<file path="src/rtl/arm_reg_pkg.sv">
// Shared definitions for the banked ARM7TDMI register file: mode encodings,
// CPSR bit positions, SPSR indexing and PSR merge helpers.
package arm_reg_pkg;

  localparam logic [4:0] MODE_USR = 5'b10000;
  localparam logic [4:0] MODE_FIQ = 5'b10001;
  localparam logic [4:0] MODE_IRQ = 5'b10010;
  localparam logic [4:0] MODE_SVC = 5'b10011;
  localparam logic [4:0] MODE_ABT = 5'b10111;
  localparam logic [4:0] MODE_UND = 5'b11011;
  localparam logic [4:0] MODE_SYS = 5'b11111;

  localparam int CPSR_N       = 31;
  localparam int CPSR_Z       = 30;
  localparam int CPSR_C       = 29;
  localparam int CPSR_V       = 28;
  localparam int CPSR_I       = 7;
  localparam int CPSR_F       = 6;
  localparam int CPSR_T       = 5;
  localparam int CPSR_MODE_HI = 4;
  localparam int CPSR_MODE_LO = 0;

  localparam logic [31:0] CPSR_RESET = 32'h0000_00D3;

  localparam int N_PHYS  = 31;
  localparam int PHYS_W  = 5;
  localparam int N_SPSR  = 5;
  localparam logic [PHYS_W-1:0] PHYS_PC = 5'd15;

  typedef enum logic [2:0] {
    SPSR_FIQ  = 3'd0,
    SPSR_IRQ  = 3'd1,
    SPSR_SVC  = 3'd2,
    SPSR_ABT  = 3'd3,
    SPSR_UND  = 3'd4,
    SPSR_NONE = 3'd5
  } spsr_idx_e;

  typedef struct packed {
    logic [31:0] value;
    logic        err;
  } psr_merge_t;

  function automatic logic mode_legal(input logic [4:0] m);
    return (m == MODE_USR) || (m == MODE_FIQ) || (m == MODE_IRQ) || (m == MODE_SVC) ||
           (m == MODE_ABT) || (m == MODE_UND) || (m == MODE_SYS);
  endfunction

  function automatic spsr_idx_e spsr_of(input logic [4:0] m);
    case (m)
      MODE_FIQ: return SPSR_FIQ;
      MODE_IRQ: return SPSR_IRQ;
      MODE_SVC: return SPSR_SVC;
      MODE_ABT: return SPSR_ABT;
      MODE_UND: return SPSR_UND;
      default:  return SPSR_NONE;
    endcase
  endfunction

  // Byte-masked PSR update; a c byte carrying an illegal mode is kept whole.
  function automatic psr_merge_t psr_merge(input logic [31:0] old, input logic [31:0] wdata,
                                           input logic [3:0] mask);
    psr_merge_t r;
    r.value = old;
    r.err   = 1'b0;
    for (int b = 0; b < 4; b++) begin
      if (mask[b]) r.value[8*b +: 8] = wdata[8*b +: 8];
    end
    if (mask[0] && !mode_legal(wdata[CPSR_MODE_HI:CPSR_MODE_LO])) begin
      r.value[7:0] = old[7:0];
      r.err        = 1'b1;
    end
    return r;
  endfunction

endpackage

</file>
<file path="src/rtl/arm_bank_map.sv">
// Maps (mode, architectural index, user override) onto one of the 31
// physical registers. Illegal modes give valid = 0 and index 0.
module arm_bank_map
  import arm_reg_pkg::*;
(
  input  logic [4:0]        mode,
  input  logic [3:0]        idx,
  input  logic              user,
  output logic [PHYS_W-1:0] phys,
  output logic              valid
);

  logic [4:0] m;
  logic [4:0] idx5;

  assign m    = user ? MODE_USR : mode;
  assign idx5 = {1'b0, idx};

  // Physical layout: 0-15 user/shared view, 16-22 FIQ R8-R14,
  // then R13/R14 pairs for IRQ (23), SVC (25), ABT (27), UND (29).
  always_comb begin
    phys  = idx5;
    valid = mode_legal(m);
    if (m == MODE_FIQ && idx >= 4'd8 && idx <= 4'd14) begin
      phys = 5'd8 + idx5;
    end else if (idx == 4'd13 || idx == 4'd14) begin
      case (m)
        MODE_IRQ: phys = 5'd10 + idx5;
        MODE_SVC: phys = 5'd12 + idx5;
        MODE_ABT: phys = 5'd14 + idx5;
        MODE_UND: phys = 5'd16 + idx5;
        default:  phys = idx5;
      endcase
    end
    if (!valid) phys = '0;
  end

endmodule

</file>
<file path="src/rtl/arm_banked_regfile.sv">
// ARM7TDMI register file with mode banking: 31 GPRs (R15 at physical 15),
// CPSR, five SPSRs, MSR/flag paths and single-edge exception entry/return.
module arm_banked_regfile
  import arm_reg_pkg::*;
#(
  parameter int DATA_W = 32,
  parameter int N_RD   = 3,
  parameter int BYPASS = 1
) (
  input  logic                   clock,
  input  logic                   reset,
  input  logic [4*N_RD-1:0]      rd_addr,
  output logic [DATA_W*N_RD-1:0] rd_data,
  input  logic                   wr_en,
  input  logic [3:0]             wr_addr,
  input  logic [DATA_W-1:0]      wr_data,
  input  logic                   wr_user,
  input  logic                   pc_wr_en,
  input  logic [DATA_W-1:0]      pc_next,
  input  logic                   cpsr_wr_en,
  input  logic                   spsr_wr_en,
  input  logic [3:0]             psr_mask,
  input  logic [DATA_W-1:0]      psr_wdata,
  input  logic                   flags_wr_en,
  input  logic [3:0]             flags_in,
  input  logic                   exc_req,
  input  logic [4:0]             exc_mode,
  input  logic [DATA_W-1:0]      exc_vector,
  input  logic [DATA_W-1:0]      exc_lr,
  input  logic                   exc_ret,
  output logic [DATA_W-1:0]      pc_out,
  output logic [DATA_W-1:0]      cpsr_out,
  output logic [DATA_W-1:0]      spsr_out,
  output logic                   mode_err
);

  logic [DATA_W-1:0] gpr [N_PHYS];
  logic [31:0]       spsr [N_SPSR];
  logic [31:0]       cpsr;

  logic [4:0]        mode;
  spsr_idx_e         cur_spsr, exc_spsr;
  logic              has_spsr, exc_ok, gpr_we, wr_is_pc, err_next;
  logic [PHYS_W-1:0] wr_phys, exc_lr_phys;
  logic              wr_valid, exc_lr_valid;
  logic [31:0]       cur_spsr_val, exc_cpsr, msr_cpsr;
  logic [3:0]        cpsr_mask;
  psr_merge_t        msr_m, spsr_m, ret_m;

  assign mode     = cpsr[CPSR_MODE_HI:CPSR_MODE_LO];
  assign cur_spsr = spsr_of(mode);
  assign has_spsr = (cur_spsr != SPSR_NONE);
  assign exc_spsr = spsr_of(exc_mode);
  // Entering USR/SYS has no SPSR to save into, so it is rejected like an illegal mode.
  assign exc_ok   = exc_req && (exc_spsr != SPSR_NONE);

  arm_bank_map u_wr_map (.mode(mode), .idx(wr_addr), .user(wr_user),
                         .phys(wr_phys), .valid(wr_valid));
  arm_bank_map u_exc_map (.mode(exc_mode), .idx(4'd14), .user(1'b0),
                          .phys(exc_lr_phys), .valid(exc_lr_valid));

  assign gpr_we   = wr_en && wr_valid && !exc_req;
  assign wr_is_pc = gpr_we && (wr_phys == PHYS_PC);

  always_comb begin
    cur_spsr_val = '0;
    if (has_spsr) cur_spsr_val = spsr[cur_spsr];
  end

  assign cpsr_mask = (mode == MODE_USR) ? (psr_mask & 4'b1000) : psr_mask;
  assign msr_m     = psr_merge(cpsr, psr_wdata[31:0], cpsr_mask);
  assign spsr_m    = psr_merge(cur_spsr_val, psr_wdata[31:0], psr_mask);
  assign ret_m     = psr_merge(cpsr, cur_spsr_val, 4'b1111);

  always_comb begin
    msr_cpsr = msr_m.value;
    if (flags_wr_en && !cpsr_mask[3]) msr_cpsr[CPSR_N:CPSR_V] = flags_in;
  end

  always_comb begin
    exc_cpsr = cpsr;
    exc_cpsr[CPSR_MODE_HI:CPSR_MODE_LO] = exc_mode;
    exc_cpsr[CPSR_I] = 1'b1;
    exc_cpsr[CPSR_T] = 1'b0;
    if (exc_mode == MODE_FIQ || exc_mode == MODE_SVC) exc_cpsr[CPSR_F] = 1'b1;
  end

  always_comb begin
    err_next = 1'b0;
    if (exc_req) begin
      err_next = !exc_ok || !exc_lr_valid;
    end else begin
      if (spsr_wr_en && (!has_spsr || spsr_m.err)) err_next = 1'b1;
      if (exc_ret && (!has_spsr || ret_m.err)) err_next = 1'b1;
      if (!exc_ret && cpsr_wr_en && msr_m.err) err_next = 1'b1;
    end
  end

  always_ff @(posedge clock) begin
    if (!reset) begin
      for (int i = 0; i < N_PHYS; i++) gpr[i] <= '0;
      for (int i = 0; i < N_SPSR; i++) spsr[i] <= '0;
      cpsr     <= CPSR_RESET;
      mode_err <= 1'b0;
    end else begin
      mode_err <= err_next;
      if (exc_req) begin
        if (exc_ok) begin
          spsr[exc_spsr]   <= cpsr;
          gpr[exc_lr_phys] <= exc_lr;
          gpr[PHYS_PC]     <= exc_vector;
          cpsr             <= exc_cpsr;
        end
      end else begin
        if (gpr_we) gpr[wr_phys] <= wr_data;
        if (pc_wr_en && !wr_is_pc) gpr[PHYS_PC] <= pc_next;
        if (spsr_wr_en && has_spsr) spsr[cur_spsr] <= spsr_m.value;
        if (exc_ret) begin
          if (has_spsr) cpsr <= ret_m.value;
        end else if (cpsr_wr_en) begin
          cpsr <= msr_cpsr;
        end else if (flags_wr_en) begin
          cpsr[CPSR_N:CPSR_V] <= flags_in;
        end
      end
    end
  end

  for (genvar k = 0; k < N_RD; k++) begin : g_rd
    logic [PHYS_W-1:0] phys;
    logic              valid;
    logic [DATA_W-1:0] val;

    arm_bank_map u_rd_map (.mode(mode), .idx(rd_addr[4*k +: 4]), .user(1'b0),
                           .phys(phys), .valid(valid));

    always_comb begin
      val = valid ? gpr[phys] : '0;
      if (BYPASS != 0 && valid) begin
        if (exc_ok) begin
          if (phys == exc_lr_phys)  val = exc_lr;
          else if (phys == PHYS_PC) val = exc_vector;
        end else if (gpr_we && phys == wr_phys) begin
          val = wr_data;
        end
      end
    end

    assign rd_data[k*DATA_W +: DATA_W] = val;
  end

  assign pc_out = gpr[PHYS_PC];

  always_comb begin
    cpsr_out       = '0;
    cpsr_out[31:0] = cpsr;
    spsr_out       = '0;
    spsr_out[31:0] = cur_spsr_val;
  end

endmodule

</file>
<file path="config.mk">
export PLATFORM = sky130hd
export DESIGN_NAME = arm_banked_regfile
export DESIGN_NICKNAME = d
export VERILOG_FILES = /design/src/rtl/arm_reg_pkg.sv /design/src/rtl/arm_bank_map.sv /design/src/rtl/arm_banked_regfile.sv
export SDC_FILE = /design/constraint.sdc
export NUM_CORES = 2
export LEC_CHECK = 0
export CAP_MARGIN = 20
export CELL_PAD_IN_SITES_DETAIL_PLACEMENT = 0
export CELL_PAD_IN_SITES_GLOBAL_PLACEMENT = 1
export CORE_MARGIN = 5
export CORE_UTILIZATION = 40
export DETAILED_ROUTE_END_ITERATION = 7
export GPL_TIMING_DRIVEN = 0
export PLACE_DENSITY = 0.67
export REMOVE_ABC_BUFFERS = 1
export SKIP_CTS_REPAIR_TIMING = 1
export SLEW_MARGIN = 20
export SYNTH_ARGS = -nofsm -noshare
export SYNTH_HDL_FRONTEND = slang
export SYNTH_HIERARCHICAL = 1
export SYNTH_SLANG_ARGS = --single-unit
</file>
<file path="constraint.sdc">
create_clock -name clock -period 6.6 [get_ports clock]
set_input_delay 0.66 -clock clock [delete_from_list [all_inputs] [get_ports clock]]
set_output_delay 0.66 -clock clock [all_outputs]
set_load 0.01 [all_outputs]
</file>
Word-level counts from Yosys, hierarchy flattened
Memory sizes are Yosys's and may differ from the RTL's. Cells that the tools add are included.

Word-level logic and storage cells: 286. Output and inout bits: 193. RAM bits: 1152. Memories: 2. Input port bits: 199. Register bits: 33.

Memory list: gpr (depth 31, bits a word 32, read ports 4, clocked after memory_dff 0, write ports 31, line arm_banked_regfile.sv:37) `logic [DATA_W-1:0] gpr [N_PHYS];`; spsr (depth 5, bits a word 32, read ports 1, clocked after memory_dff 0, write ports 5, line arm_banked_regfile.sv:38) `logic [31:0] spsr [N_SPSR];`.

Bitwise logic cells: 3. Eq/ne operators: 62. Magnitude comparators: 8. Mux-type cells: 97. Reduce and logical (&&, ||, !) cells: 87. $add $sub $neg: 20.

Operator list (number): $mux 32 (28); $eq 5x5->1 const B (35); $reduce_or 32->1 (4); $pmux 5 s4 (5); $mux 5 (17); $add 4x4->5 const A (16); $mux 8 (9); $logic_or 1x1->1 (38); $eq 4x4->1 const B (8); $eq 5x5->1 (6); $pmux 3 s5 (2); $mux 28 (1); $mux 9 (3); $mux 1 (26); $logic_and 1x1->1 (24); $add 5x4->5 const A (4); $eq 5x4->1 const B (4); $ge 4x4->1 const B (4); $le 4x4->1 const B (4); $reduce_and 4->1 (4); $mux 4 (3); $mux 3 (3); $ne 3x3->1 const B (3); $reduce_bool 3->1 (3); 9 further kinds (23).

Longest topological paths before layout
Depth in word-level cells: 18. Mapped depth: 17. Mapped depth without buffers: 14.

Hierarchy
Netlist, hierarchy kept.

Modules (own cells, without submodules): arm_banked_regfile (cells an instance 5292, times used 1, sequential area each 36725.2 um^2, area an instance 74586.5 um^2); arm_bank_map (g_rd[0].u_rd_map ...) (cells an instance 54, times used 4, sequential area each 0.0 um^2, area an instance 415.4 um^2); arm_bank_map (g_rd[1].u_rd_map) (cells an instance 55, times used 1, sequential area each 0.0 um^2, area an instance 415.4 um^2).

Worst setup path before layout
No wires, ideal clock.

Path type: register -> output. Start point: register cpsr[3], in the netlist cpsr_out[3]. End point: output port rd_data[32]. Path slack: 1.774 ns. Data required time: 5.940 ns. Stages on the path, launching flop included: 15. Path buffers: 3. Arrival: 4.166 ns. Cell sequence: dfxtp_1 -> and4bb_2 -> and2_1 -> fa_1 -> a21oi_1 -> a21oi_1 -> nor2_1 -> a211oi_1 -> clkbuf_1 -> buf_1 -> buf_2 -> mux4_2 -> mux2_2 -> a211oi_1 -> o32ai_1.

Word-level cells in the longest chain between the ends: 14. Elaborated cells on any way between the ends: 52.

RTL lines: from (decl) (line arm_banked_regfile.sv:39) `logic [31:0] cpsr;`; from (signal assigned) (line arm_banked_regfile.sv:112) `cpsr <= exc_cpsr;`; from (signal assigned) (line arm_banked_regfile.sv:119) `if (has_spsr) cpsr <= ret_m.value;`; from (signal assigned) (line arm_banked_regfile.sv:121) `cpsr <= msr_cpsr;`; branches (longest 7 deep; another with $eq 5x5->1); $mux 5 (*) (line arm_bank_map.sv:35) `if (!valid) phys = '0;`; net g_rd[1].phys[2] (line arm_banked_regfile.sv:130) `logic [PHYS_W-1:0] phys;`; $mem_v2 31x32; $mux 32 (line arm_banked_regfile.sv:138) `val = valid ? gpr[phys] : '0;`; $mux 32 (line arm_banked_regfile.sv:142) `else if (phys == PHYS_PC) val = exc_vector;`; $mux 32 (line arm_banked_regfile.sv:141) `if (phys == exc_lr_phys) val = exc_lr;`; $mux 32 (line arm_banked_regfile.sv:140) `if (exc_ok) begin`; $mux 32 (*) (line arm_banked_regfile.sv:139) `if (BYPASS != 0 && valid) begin`; to (decl) (line arm_banked_regfile.sv:13) `output logic [DATA_W*N_RD-1:0] rd_data,`.

Mark *: on every way through the listed nets, which the timed path passes.

Worst setup path after layout
Start point: register cpsr[2], in the netlist cpsr_out[2]. End point: output port rd_data[75].

Word-level cells in the longest chain between the ends: 14. Elaborated cells on any way between the ends: 52.

RTL lines (line): branches (longest 7 deep; another with $eq 5x5->1); $mux 5 (*) (arm_bank_map.sv:35); net g_rd[2].phys[3] (arm_banked_regfile.sv:130); $mem_v2 31x32; $mux 32 (arm_banked_regfile.sv:138); $mux 32 (arm_banked_regfile.sv:142); $mux 32 (arm_banked_regfile.sv:141); $mux 32 (arm_banked_regfile.sv:140); $mux 32 (*) (arm_banked_regfile.sv:139).

Marked as above.

==> reports/metrics.csv <==
metric;value;unit
clk buf depth;3;
Reg-to-Reg End;gpr[11][31]$_SDFFCE_PN0P_;
largest area contributor in the netlist;edfxtp_1;
Top FF cell, synth;edfxtp_1;
site row count;160;
CP Data Required Time;5.94;ns
CORE AREA;190400;um2
number of synthesized register bits;1234;
critical path class;flop to output pin;
die area;200500;um2
initial core utilization;0.4027;
layout cell share with drive strength beyond 1;0.3138;
endpoints failing hold;0;
Clk Latency, worst-skew pair;0.82;ns
crit path capture type;output pin;
Setup Skew;0.02607;ns
top post-synthesis cells by area;edfxtp_1, mux4_2, nor2_1, mux2i_1, clkbuf_1;
Antenna Nets Post-Route;0;
post-synthesis sequential area ratio;0.4790;
Hold WS;0.3100;ns
drt pass-1 iters;6;
FFs w/ async S/R, synth;0;
Layout Cells excl Fill;8595;
number of antenna violations at the first check in global routing;14;
Final Setup Violations;0;
vias in the first global route;56990;
Crit Path Max Fanout;23;
final wirelength;319.2;mm
DR WL/cell;37.14;um
Tcrit/Tclk final;0.9947;
I/O pins;392;
CP Launch Type;flop;
post-synth top area share;0.4704;
clock root buffer;clkbuf_16;
Synth Cell Area;76660;um2
status;complete, no violations;
pre-CTS WS;-0.7521;ns
Post-DP Area;88890;um2
Tightest Pin Transition;1.120;ns
DRC violations left;0;
number of I/O port buffers;391;
Max Cap Viol;0;
cts bufs inserted;141;
Register-to-Register Setup Slack;0.95;ns
Worst EP arrival;5.91;ns
die height;447.8;um
hold path endpoint;cpsr_out[2]$_SDFFE_PN0P_;
Hold Path Class;input pin to flop;
Max VDD drop;172.5;uV
DP Wirelength;218.3;mm
Total Routing Usage GR;0.3122;
PD cells;243.9;nW/um2
final max-slew violation count;0;
GP Congestion;0.8159;
CTS H-tree lvls;4;
Area growth syn-to-layout;22.86;%
fin crit period;6.565;ns
reg-to-reg critical path startpoint;cpsr_out[3]$_SDFFE_PN0P_;
path depth of the worst reg2reg path;16;
Synth cell types;87;
setup total negative slack;0;ns
clock sinks;1234;
total number of vias;57990;
DR iter-0 viols;8960;
largest net degree at the start of global routing;51;
setup ws final;0.03472;ns
syn avg cell area;13.78;um2
Post-Layout Inst Area;94190;um2
Ys Warns;6;
Avg Vias per Cell;6.746;
slew margin rel.;0.2477;
CTS tree;yes;
residual overflow from global routing;0;
Placed Cells incl. Taps;8290;
Max Freq;0.1523;GHz
WHS Path Cells;2;
Nets;6185;
die width;447.8;um
Clock Pin Slew Worst Setup and Hold Paths;0.06;ns
Leak;34.26;nW
global-route wire length before repair;442.5;mm
Post-Syn Instances;5563;
hold path startpoint;reset;
EDFF count, synth;1201;
cell type report:
| class | instances | area, um2 |
|---|---|---|
| Tap cell | 2511 | 3142 |
| Multi-Input combinational cell | 3694 | 38720 |
| Sequential cell | 1234 | 36740 |
| Inverter | 93 | 349.1 |
| Fill cell | 15840 | 96200 |
| Clock buffer | 175 | 3666 |
| Antenna cell | 10 | 25.02 |
| Timing Repair Buffer | 797 | 10630 |
| Clock inverter | 81 | 907.1 |
sequential cells by signal, summed over array words and instances, names as in the netlist:
name      count
cpsr_out     32
mode_err      1
gpr        1024
spsr        177
layout by cell type, fill, tap and decap left out, drive strengths merged, types with 19 or more instances in the layout:
cell type,instances
inv,99
clkbuf,178
o32ai,63
o2bb2ai,23
a211oi,79
edfxtp,1201
dlymetal6s2s,26
ha,20
dfxtp,33
clkdlybuf4s50,363
nor3,19
mux4,993
o2111ai,32
a22oi,59
mux2i,161
nand3,29
o21ai,183
a21oi,78
buf,405
conb,52
nand2,266
clkinv,56
mux2,74
nor2,1221
nor2b,40
and2,21
xnor2,20
o31ai,63
routing by layer:
metal | vias up | wire length [um] | GRT usage
met5 | - | 25 | 0
met4 | 4 | 22780 | 0.1846
met3 | 1007 | 37730 | 0.08295
met2 | 4291 | 145900 | 0.4820
met1 | 29880 | 112700 | 0.3978
li1 | 22800 | - | -
critical path, stage by stage, from the launching register on:
cell and delay, ns:
dfxtp_4 0.41, buf_16 0.18, and2_2 0.21, and2_1 0.18, fa_1 0.38, xnor2_1 0.13
o21ai_0 0.12, a21oi_2 0.09, nor2_1 0.19, a21oi_4 0.10, buf_16 0.19, buf_16 0.18
xnor2_2 0.60, and4_4 0.49, buf_4 0.18, buf_4 0.28, a21oi_1 0.10, nand2_1 0.08
o2111ai_1 0.11, o21ai_0 0.19, clkdlybuf4s50_1 0.64
power breakdown:
part | total, mW | internal (mW) | switching, mW
logic | 5.90 | 2.70 | 3.20
registers | 9.14 | 8.91 | 0.226
clock network | 7.93 | 4.44 | 3.50
total | 23.0 | 16.1 | 6.92
cells by family (layout without fill, tap and decap cells):
group | Yosys count | in the layout | synth area share
and+or+nand+nor | 1695 | 1697 | 0.09176
DFF | 1234 | 1234 | 0.4790
muxes | 1228 | 1228 | 0.3238
buffers and inverters | 687 | 1146 | 0.03667
AOI/OAI and AO/OA | 656 | 656 | 0.05991
xor gates and xnor gates | 35 | 35 | 0.003999
adders and majority gates | 26 | 26 | 0.004700
other | 2 | 62 | 0.00009796
how the worst max path moves through the flow:
stage	from	to	slack (ns)	cells after the start
floorplan	cpsr_out[0]$_SDFFE_PN1P_	rd_data[64]	-17.79	10
global placement	cpsr_out[0]$_SDFFE_PN1P_	rd_data[86]	-41.36	11
detailed placement	rd_addr[11]	rd_data[83]	-0.75	21
CTS	cpsr_out[1]$_SDFFE_PN1P_	rd_data[83]	-1.32	19
global route	cpsr_out[2]$_SDFFE_PN0P_	rd_data[74]	-0.05	20
finish	cpsr_out[2]$_SDFFE_PN0P_	rd_data[75]	0.03	20
synth_stat cells, types with 7 or more instances:
cell type,number
nor2_1,1216
edfxtp_1,1201
mux4_2,993
clkbuf_1,416
nand2_1,265
o21ai_0,179
mux2i_1,160
buf_2,117
inv_1,91
a211oi_1,78
mux2_2,73
a21oi_1,68
o31ai_1,63
o32ai_1,62
a22oi_1,58
buf_1,44
nor2b_1,40
dfxtp_1,33
o2111ai_1,32
nand3_1,29
o2bb2ai_1,23
ha_1,20
xnor2_1,20
nor3_1,19
and2_1,16
nand2b_1,15
xor2_1,15
nand3b_1,12
buf_4,11
a21oi_2,10
nand4_1,10
o211ai_1,7
o21a_1,7
per-stage QoR:
stage / power [mW] / utilization
5_1_grt: 23.55 / 0.4947
6_report: 22.97 / 0.4947
3_5_place_dp: 15.00 / 0.4669
2_1_floorplan: 13.04 / -
4_1_cts: 22.85 / 0.4909
3_3_place_gp: 16.12 / 0.4278
(Power assumes the default switching activity.)
